$ cat config.mk
export PLATFORM = sky130hd
export DESIGN_NAME = camera_stream_in
export DESIGN_NICKNAME = d
export VERILOG_FILES = /design/src/rtl/cam_pkg.sv /design/src/rtl/cam_fifo.sv /design/src/rtl/camera_stream_in.sv
export SDC_FILE = /design/constraint.sdc
export NUM_CORES = 1
export LEC_CHECK = 0
export CAP_MARGIN = 20
export CORE_MARGIN = 1.5
export CORE_UTILIZATION = 55
export CTS_BUF_LIST = sky130_fd_sc_hd__clkbuf_8 sky130_fd_sc_hd__clkbuf_16
export DETAILED_ROUTE_END_ITERATION = 16
export GPL_TIMING_DRIVEN = 1
export MAX_ROUTING_LAYER = met4
export PLACE_DENSITY = 0.73
export SETUP_SLACK_MARGIN = 0.05
export SYNTH_ARGS = -nofsm -noshare
export SYNTH_HDL_FRONTEND = slang
export SYNTH_SLANG_ARGS = --single-unit
$ cat constraint.sdc
create_clock -name clk -period 7.1 [get_ports clk]
set_clock_uncertainty 0.1 [all_clocks]
set_input_delay 1.775 -clock clk [delete_from_list [all_inputs] [get_ports clk]]
set_output_delay 1.775 -clock clk [all_outputs]
set_load 0.03 [all_outputs]
$ cat src/rtl/cam_pkg.sv
// Shared types for the camera stream ingest block: capture FSM states and
// the per-pixel frame tags carried through the output buffer.
package cam_pkg;

    typedef enum logic [1:0] {
        ST_WAIT_SOF = 2'd0,
        ST_ACTIVE   = 2'd1,
        ST_DROP     = 2'd2
    } cam_state_t;

    typedef struct packed {
        logic sof;
        logic eol;
        logic eof;
    } cam_tag_t;

endpackage

$ cat src/rtl/cam_fifo.sv
// First-word-fall-through FIFO: the head entry is presented combinationally,
// so a word pushed at edge N is visible right after edge N.
module cam_fifo #(
    parameter int WIDTH = 27,
    parameter int DEPTH = 16
) (
    input  logic                       clk,
    input  logic                       rst_n,
    input  logic                       push,
    input  logic [WIDTH-1:0]           push_data,
    input  logic                       pop,
    output logic [WIDTH-1:0]           pop_data,
    output logic                       full,
    output logic                       empty,
    output logic [$clog2(DEPTH):0]     level
);

    localparam int AW = $clog2(DEPTH);
    localparam logic [AW:0] FULL_LVL = (AW+1)'(DEPTH);

    logic [WIDTH-1:0] mem [DEPTH];
    logic [AW-1:0]    wr_ptr;
    logic [AW-1:0]    rd_ptr;
    logic             do_push;
    logic             do_pop;

    assign full     = (level == FULL_LVL);
    assign empty    = (level == '0);
    assign do_push  = push && !full;
    assign do_pop   = pop && !empty;
    // Storage is not reset; an empty buffer presents zeros instead.
    assign pop_data = empty ? '0 : mem[rd_ptr];

    always_ff @(posedge clk) begin
        if (do_push) begin
            mem[wr_ptr] <= push_data;
        end
    end

    always_ff @(posedge clk or negedge rst_n) begin
        if (!rst_n) begin
            wr_ptr <= '0;
            rd_ptr <= '0;
            level  <= '0;
        end else begin
            if (do_push) begin
                wr_ptr <= wr_ptr + 1'b1;
            end
            if (do_pop) begin
                rd_ptr <= rd_ptr + 1'b1;
            end
            case ({do_push, do_pop})
                2'b10:   level <= level + 1'b1;
                2'b01:   level <= level - 1'b1;
                default: level <= level;
            endcase
        end
    end

endmodule

$ cat src/rtl/camera_stream_in.sv
// Camera pixel ingest: frames the incoming stream with sof/eol/eof tags,
// buffers it for a ready/valid consumer and reports overflow/short frames.
module camera_stream_in
    import cam_pkg::*;
#(
    parameter int PIX_W      = 24,
    parameter int IMG_W      = 640,
    parameter int IMG_H      = 480,
    parameter int FIFO_DEPTH = 16
) (
    input  logic                          clk,
    input  logic                          rst_n,
    input  logic [PIX_W-1:0]              pixel_data,
    input  logic                          pixel_valid,
    input  logic                          pixel_sof,
    output logic [PIX_W-1:0]              out_data,
    output logic                          out_sof,
    output logic                          out_eol,
    output logic                          out_eof,
    output logic                          out_valid,
    input  logic                          out_ready,
    output logic [$clog2(FIFO_DEPTH):0]   fifo_level,
    output logic [15:0]                   frame_count,
    output logic                          err_overflow,
    output logic                          err_short,
    input  logic                          err_clear
);

    localparam int XW = $clog2(IMG_W);
    localparam int YW = $clog2(IMG_H);
    localparam logic [XW-1:0] X_LAST = XW'(IMG_W - 1);
    localparam logic [YW-1:0] Y_LAST = YW'(IMG_H - 1);

    cam_state_t       state_q, state_d;
    logic [XW-1:0]    x_q, x_d, xp;
    logic [YW-1:0]    y_q, y_d, yp;
    logic             push, full, empty;
    logic             set_ovf, set_short, frame_done;
    cam_tag_t         wr_tag, rd_tag;
    logic [PIX_W+2:0] rd_word;

    always_comb begin
        state_d    = state_q;
        x_d        = x_q;
        y_d        = y_q;
        xp         = x_q;
        yp         = y_q;
        push       = 1'b0;
        wr_tag     = '0;
        set_ovf    = 1'b0;
        set_short  = 1'b0;
        frame_done = 1'b0;
        // Outside ACTIVE only an SOF pixel is of interest.
        if (pixel_valid && (state_q == ST_ACTIVE || pixel_sof)) begin
            if (full) begin
                set_ovf = 1'b1;
                state_d = ST_DROP;
            end else begin
                if (pixel_sof) begin
                    xp        = '0;
                    yp        = '0;
                    set_short = (state_q == ST_ACTIVE);
                end
                push       = 1'b1;
                wr_tag.sof = pixel_sof;
                wr_tag.eol = (xp == X_LAST);
                wr_tag.eof = wr_tag.eol && (yp == Y_LAST);
                x_d        = wr_tag.eol ? '0 : xp + 1'b1;
                y_d        = wr_tag.eol ? ((yp == Y_LAST) ? '0 : yp + 1'b1) : yp;
                frame_done = wr_tag.eof;
                state_d    = wr_tag.eof ? ST_WAIT_SOF : ST_ACTIVE;
            end
        end
    end

    always_ff @(posedge clk or negedge rst_n) begin
        if (!rst_n) begin
            state_q <= ST_WAIT_SOF;
            x_q     <= '0;
            y_q     <= '0;
        end else begin
            state_q <= state_d;
            x_q     <= x_d;
            y_q     <= y_d;
        end
    end

    // Setting an error wins over a same-cycle clear.
    always_ff @(posedge clk or negedge rst_n) begin
        if (!rst_n) begin
            frame_count  <= '0;
            err_overflow <= 1'b0;
            err_short    <= 1'b0;
        end else begin
            if (frame_done) begin
                frame_count <= frame_count + 16'd1;
            end
            if (set_ovf) begin
                err_overflow <= 1'b1;
            end else if (err_clear) begin
                err_overflow <= 1'b0;
            end
            if (set_short) begin
                err_short <= 1'b1;
            end else if (err_clear) begin
                err_short <= 1'b0;
            end
        end
    end

    cam_fifo #(
        .WIDTH (PIX_W + 3),
        .DEPTH (FIFO_DEPTH)
    ) u_fifo (
        .clk       (clk),
        .rst_n     (rst_n),
        .push      (push),
        .push_data ({wr_tag, pixel_data}),
        .pop       (out_ready),
        .pop_data  (rd_word),
        .full      (full),
        .empty     (empty),
        .level     (fifo_level)
    );

    assign rd_tag    = rd_word[PIX_W+2:PIX_W];
    assign out_data  = rd_word[PIX_W-1:0];
    assign out_sof   = rd_tag.sof;
    assign out_eol   = rd_tag.eol;
    assign out_eof   = rd_tag.eof;
    assign out_valid = !empty;

endmodule

# Word level (Yosys, flattened, before mapping)
# Memories as Yosys holds them, arrays and structs flattened.
# Index checks and enable logic that the tools add are counted.
# W data, S select, Z words.
totals:
  word_cells: 65
  regBits: 52
  memories: 1
  ramBits: 432
  output_inout_bits: 51
  input_bits: 30
classes:
  n_addsub: 7
  bitwise_logic: 1
  n_mux: 29
  n_reduce_logical: 12
  eq_ne: 6
mem_list:
  columns: ["name", "words", "width", "rd", "rd_ports_with_merged_regs", "write_ports", "line", "rtl"]
  rows:
  - ["u_fifo.mem", 16, 27, 1, 0, 1, "cam_fifo.sv:21", "logic [WIDTH-1:0] mem [DEPTH];"]
op_table:
  columns: ["cell", "count"]
  rows:
  - ["$mux W9", 5]
  - ["$mux W10", 4]
  - ["$mux W27", 1]
  - ["$add A16 B1 Y16 const B", 1]
  - ["$mux W1", 15]
  - ["$add A10 B1 Y10 const B", 1]
  - ["$eq A10 B10 Y1 const B", 1]
  - ["$pmux W5 S2", 1]
  - ["$add A9 B1 Y9 const B", 1]
  - ["$eq A9 B9 Y1 const B", 1]
  - ["$add A4 B1 Y4 const B", 2]
  - ["$mux W3", 2]
  - ["$reduce_bool A2 Y1", 3]
  - ["$add A5 B1 Y5 const B", 1]
  - ["$eq A5 B5 Y1 const B", 1]
  - ["$logic_not A5 Y1", 1]
  - ["$sub A5 B1 Y5 const B", 1]
  - ["$eq A2 B1 Y1 const B", 2]
  - ["$logic_and A1 B1 Y1", 4]
  - ["$eq A2 B2 Y1 const B", 1]
  - ["$logic_not A1 Y1", 2]
  - ["$mux W2", 1]
  - ["$reduce_and A2 Y1", 1]
  - ["$logic_or A1 B1 Y1", 1]
  - ["$not A1 Y1", 1]

# Logic depth before layout (Yosys ltp)
logic_depth:
  word_depth: 8
  mapped_depth: 14

# Cells and area by module
# A second synthesis with hierarchy kept.
unflattened:
  cells_unflattened: 1015
  hier_area_um2: 19581.3
modules_own_cells:
  columns: ["mod", "cells_each", "area_each_um2", "seq_area_each_um2", "instances"]
  rows:
  - ["cam_fifo", 792, 17399.2, 13297.8, 1]
  - ["camera_stream_in", 223, 2182.1, 975.9, 1]

# Worst setup path after synthesis
# No wires, ideal clock.
synth_timing:
  path_kind: "input port to flip-flop"
  startpoint: "in pixel_sof"
  endpoint: "mem u_fifo.mem[3][0], enable pin"
  arrival_time_ns: 5.100
  slack_ns: 1.421
  path_buffers: 3
  setup_time_ns: 0.479
  path_stages: 6
  path_cell_list: "buf_2 > o221a_4 > clkinv_2 > buf_6 > buf_4 > nor4_1"
synth_between:
  elab_chain_len: 6
synth_rtl:
  columns: ["element", "line", "rtl"]
  rows:
  - ["from (decl)", "camera_stream_in.sv:15", "input logic pixel_sof,"]
  - ["$logic_or A1 B1 Y1", "camera_stream_in.sv:54", "if (pixel_valid && (state_q == ST_ACTIVE || pixel_sof)) begin"]
  - ["$logic_and A1 B1 Y1", "camera_stream_in.sv:54", null]
  - ["$mux W1", "camera_stream_in.sv:54", null]
  - ["$logic_and A1 B1 Y1", "cam_fifo.sv:29", "assign do_push = push && !full;"]
  - ["$mux W1", "cam_fifo.sv:35", "if (do_push) begin"]
  - ["$mux W1 (not written as such)", "cam_fifo.sv:36", "mem[wr_ptr] <= push_data;"]
  - ["to (decl)", "cam_fifo.sv:21", null]
# No other way between the ends.

# Worst setup path after layout
layout_timing:
  startpoint: "reg u_fifo.level[1]"
  endpoint: "out out_data[1]"
layout_between:
  elab_chain_len: 2
layout_rtl:
  columns: ["element", "line", "rtl"]
  rows:
  - ["from (decl)", "cam_fifo.sv:15", "output logic [$clog2(DEPTH):0] level"]
  - ["from (signal assigned)", "cam_fifo.sv:53", "2'b10: level <= level + 1'b1;"]
  - ["from (signal assigned)", "cam_fifo.sv:54", "2'b01: level <= level - 1'b1;"]
  - ["from (signal assigned)", "cam_fifo.sv:55", "default: level <= level;"]
  - ["$logic_not A5 Y1", "cam_fifo.sv:28", "assign empty = (level == '0);"]
  - ["$mux W27", "cam_fifo.sv:32", "assign pop_data = empty ? '0 : mem[rd_ptr];"]
  - ["to (decl)", "camera_stream_in.sv:16", "output logic [PIX_W-1:0] out_data,"]
# No other way between the ends.

==> results_dict.tcl <==
set metrics [dict create \
    status "finished, final reports clean" \
    yosys_warnings 0 \
    clock-sinks 484 \
    syn_inst 976 \
    grt_usage 0.228 \
    nNetsFinal 1120 \
    end_kind "output port" \
    cts_htree_levels 2 \
    post-route-period-util 0.775 \
    final_cell_mix "432 x edfxtp_1, 108 x mux4_2, 79 x clkdlybuf4s50_1" \
    ant_nets 0 \
    powerDensity_nw_per_um2 389 \
    die_w_um 190 \
    clk_pin_slew_ps 60 \
    critPathMaxFanout 14 \
    n_antenna_cell 0 \
    crit_top_cell "nand2_1" \
    post-route-util 0.642 \
    final_hold_viol_count 0 \
    setup_tns_ps 0 \
    async_flop_share 0.107 \
    post_cts_resized 0 \
    multi_input_area_um2 4750 \
    period_minus_slack_ps 5500 \
    peakVddDrop_v 0.000276 \
    cp_num_buf_inv 2 \
    relSlewSlack 0.258 \
    cts_root_buffer "clkbuf_16" \
    place_area_um2 20700 \
    fill_cells 2319 \
    grt_max_degree 66 \
    wl_per_cell_um 24.5 \
    vias 9622 \
    fin_area_um2 22200 \
    post_cts_buffers 0 \
    worstPathRequired_ps 5220 \
    maxSlewViolCount 0 \
    grt_pass1_vias 9924 \
    ys_seq_area_frac 0.741 \
    floorplan.initialDensity 0.558 \
    timing.hold.ws_ps 375 \
    grt.overflow.total 0 \
    synth_top_cell_area_share 0.674 \
    gp_congestion 0.792 \
    synth_ff_type "edfxtp_1" \
    power.total_mw 8.64 \
    syn_area_um2 19300 \
    syn_nets 1018 \
    numCtsBuffers 47 \
    grt_first_pass_wirelength_mm 59.0 \
    synth_seq_cells 484 \
    hold_buffers 0 \
    io_pins 81 \
    final-setup-viol-count 0 \
    drv_cap 0 \
    die_h_um 190 \
    max_slew.worst_pin.slew_ps 1110 \
    drtIter0Drc 835 \
    crit_chain "nor4_1 -> nand2_1 -> nand2_1 -> buf_4 -> o22ai_1 -> clkdlybuf4s50_1" \
    min_path_type "reg -> reg" \
    crit_slowest_cell "nand2_1" \
    crit_path_max_incr_delay_ps 660 \
    numPortBuffers 80 \
    rsz0062_at_grt "false" \
    cts_tree "yes" \
    synth-edff-count 432 \
    rows 68 \
    final_common_cell "edfxtp_1" \
    syn_to_final_growth_pct 15.2 \
    startpoint_type "register" \
    synth_cell_types 55 \
    vias_per_cell 6.15 \
    final-seq-area_um2 14300 \
    die_area_um2 36200 \
    drive_above_1_share 0.208 \
    fp.coreArea_um2 34500 \
    crit_type "reg -> out" \
    drtPass1Iterations 5 \
    grt_antenna_before_repair 0 \
    netlist_top_cells_area "edfxtp_1 67%, mux4_2 13%, dfrtp_1 6.8%, mux2i_1 2.8%, o22ai_1 0.97%" \
    synth_area_per_cell_um2 19.7 \
    cp.arrival_ps 3620 \
    yosysTopAreaCell "edfxtp_1" \
    remaining_drc_errors 0 \
    clock_path_buffers 3 \
    drt-total-wl_mm 38.3 \
    p_leak_nw 7.45 \
    insertion_delay_ps 550 \
    hpwl_mm 21.5 \
    max_freq_mhz 182 \
    cpLargestDelayFamily "simple AND/OR/NAND/NOR gates" \
]
## area by class of cell
type / count / area share
multi-input combinational: 422 / 0.214
inverter: 18 / 0.00310
clock buffer: 50 / 0.0559
timing repair buffer: 105 / 0.0480
sequential: 484 / 0.644
tap: 455 / 0.0257
clock inverter: 30 / 0.00953
## flip-flops by register name, indices dropped and copies added (netlist names)
signal	count
u_fifo.level	5
x_q	10
frame_count	16
err_short	1
y_q	9
err_overflow	1
u_fifo.mem	432
u_fifo.rd_ptr	4
state_q	2
u_fifo.wr_ptr	4
## cells by family after synthesis
| family | Yosys count | share of synthesized area |
|---|---|---|
| DFF | 484 | 0.741 |
| adders and majority gates | 12 | 0.00780 |
| buffers and inverters | 70 | 0.0165 |
| and+or+nand+nor | 139 | 0.0400 |
| AOI/OAI and AO/OA | 79 | 0.0262 |
| xor gates and xnor gates | 27 | 0.0123 |
| muxes | 165 | 0.156 |
## stage by stage
step	setup slack [ps]	instances
2_1_floorplan	1420	976
3_3_place_gp	1900	1479
3_5_place_dp	2010	1484
4_1_cts	1540	1564
5_1_grt	1310	1564
6_report	1600	1564
## routing by layer
metal,vias to the layer above,track usage,wire length [um],share of wire
li1,4192,-,-,-
met1,5064,0.309,16200,0.42
met2,301,0.363,19200,0.50
met3,65,0.0410,2140,0.056
met4,0,0.0572,748,0.020
met5,-,-,0,0
## worst paths after layout
check,endpoint,from,slack (ps),depth (start not counted)
max,out_data[1],u_fifo.level[1]$_DFFE_PN0P_,1600,6
min reg2reg,y_q[0]$_DFFE_PN0P_,y_q[0]$_DFFE_PN0P_,370,1
min in group asynchronous,x_q[2]$_DFFE_PN0P_,rst_n,1240,2
max in group asynchronous,u_fifo.rd_ptr[3]$_DFFE_PN0P_,rst_n,5140,2
min,y_q[0]$_DFFE_PN0P_,y_q[0]$_DFFE_PN0P_,370,1
max reg2reg,u_fifo.level[4]$_DFFE_PN0P_,u_fifo.level[1]$_DFFE_PN0P_,3720,10
## worst register-to-register path, stage by stage, from the launching register on
cell	delay (ps)
dfrtp_1	480
or4_4	560
o221a_4	360
clkinv_2	370
ha_1	430
xor2_1	120
ha_1	220
o211a_1	210
o31ai_1	200
a31oi_1	80
xnor2_1	140
## cell usage after synthesis (all sizes together), types with 4 or more instances
cell,number
mux4,108
buf,26
mux2i,54
and4,4
o22ai,30
o21ai,22
and3,9
edfxtp,432
inv,17
xnor2,11
a21oi,8
xor2,16
nor2,17
nand3,14
and2,4
nand2b,7
nand2,30
nor3,17
nor2b,6
clkbuf,26
dfrtp,52
nor4,7
ha,12
nand4,13
## where the power goes
part / total [mW] / switching (mW) / internal (mW)
Combinational: 2.57 / 1.34 / 1.23
Clock: 2.35 / 0.993 / 1.36
Sequential: 3.72 / 0.355 / 3.37
(Power assumes the default switching activity.)
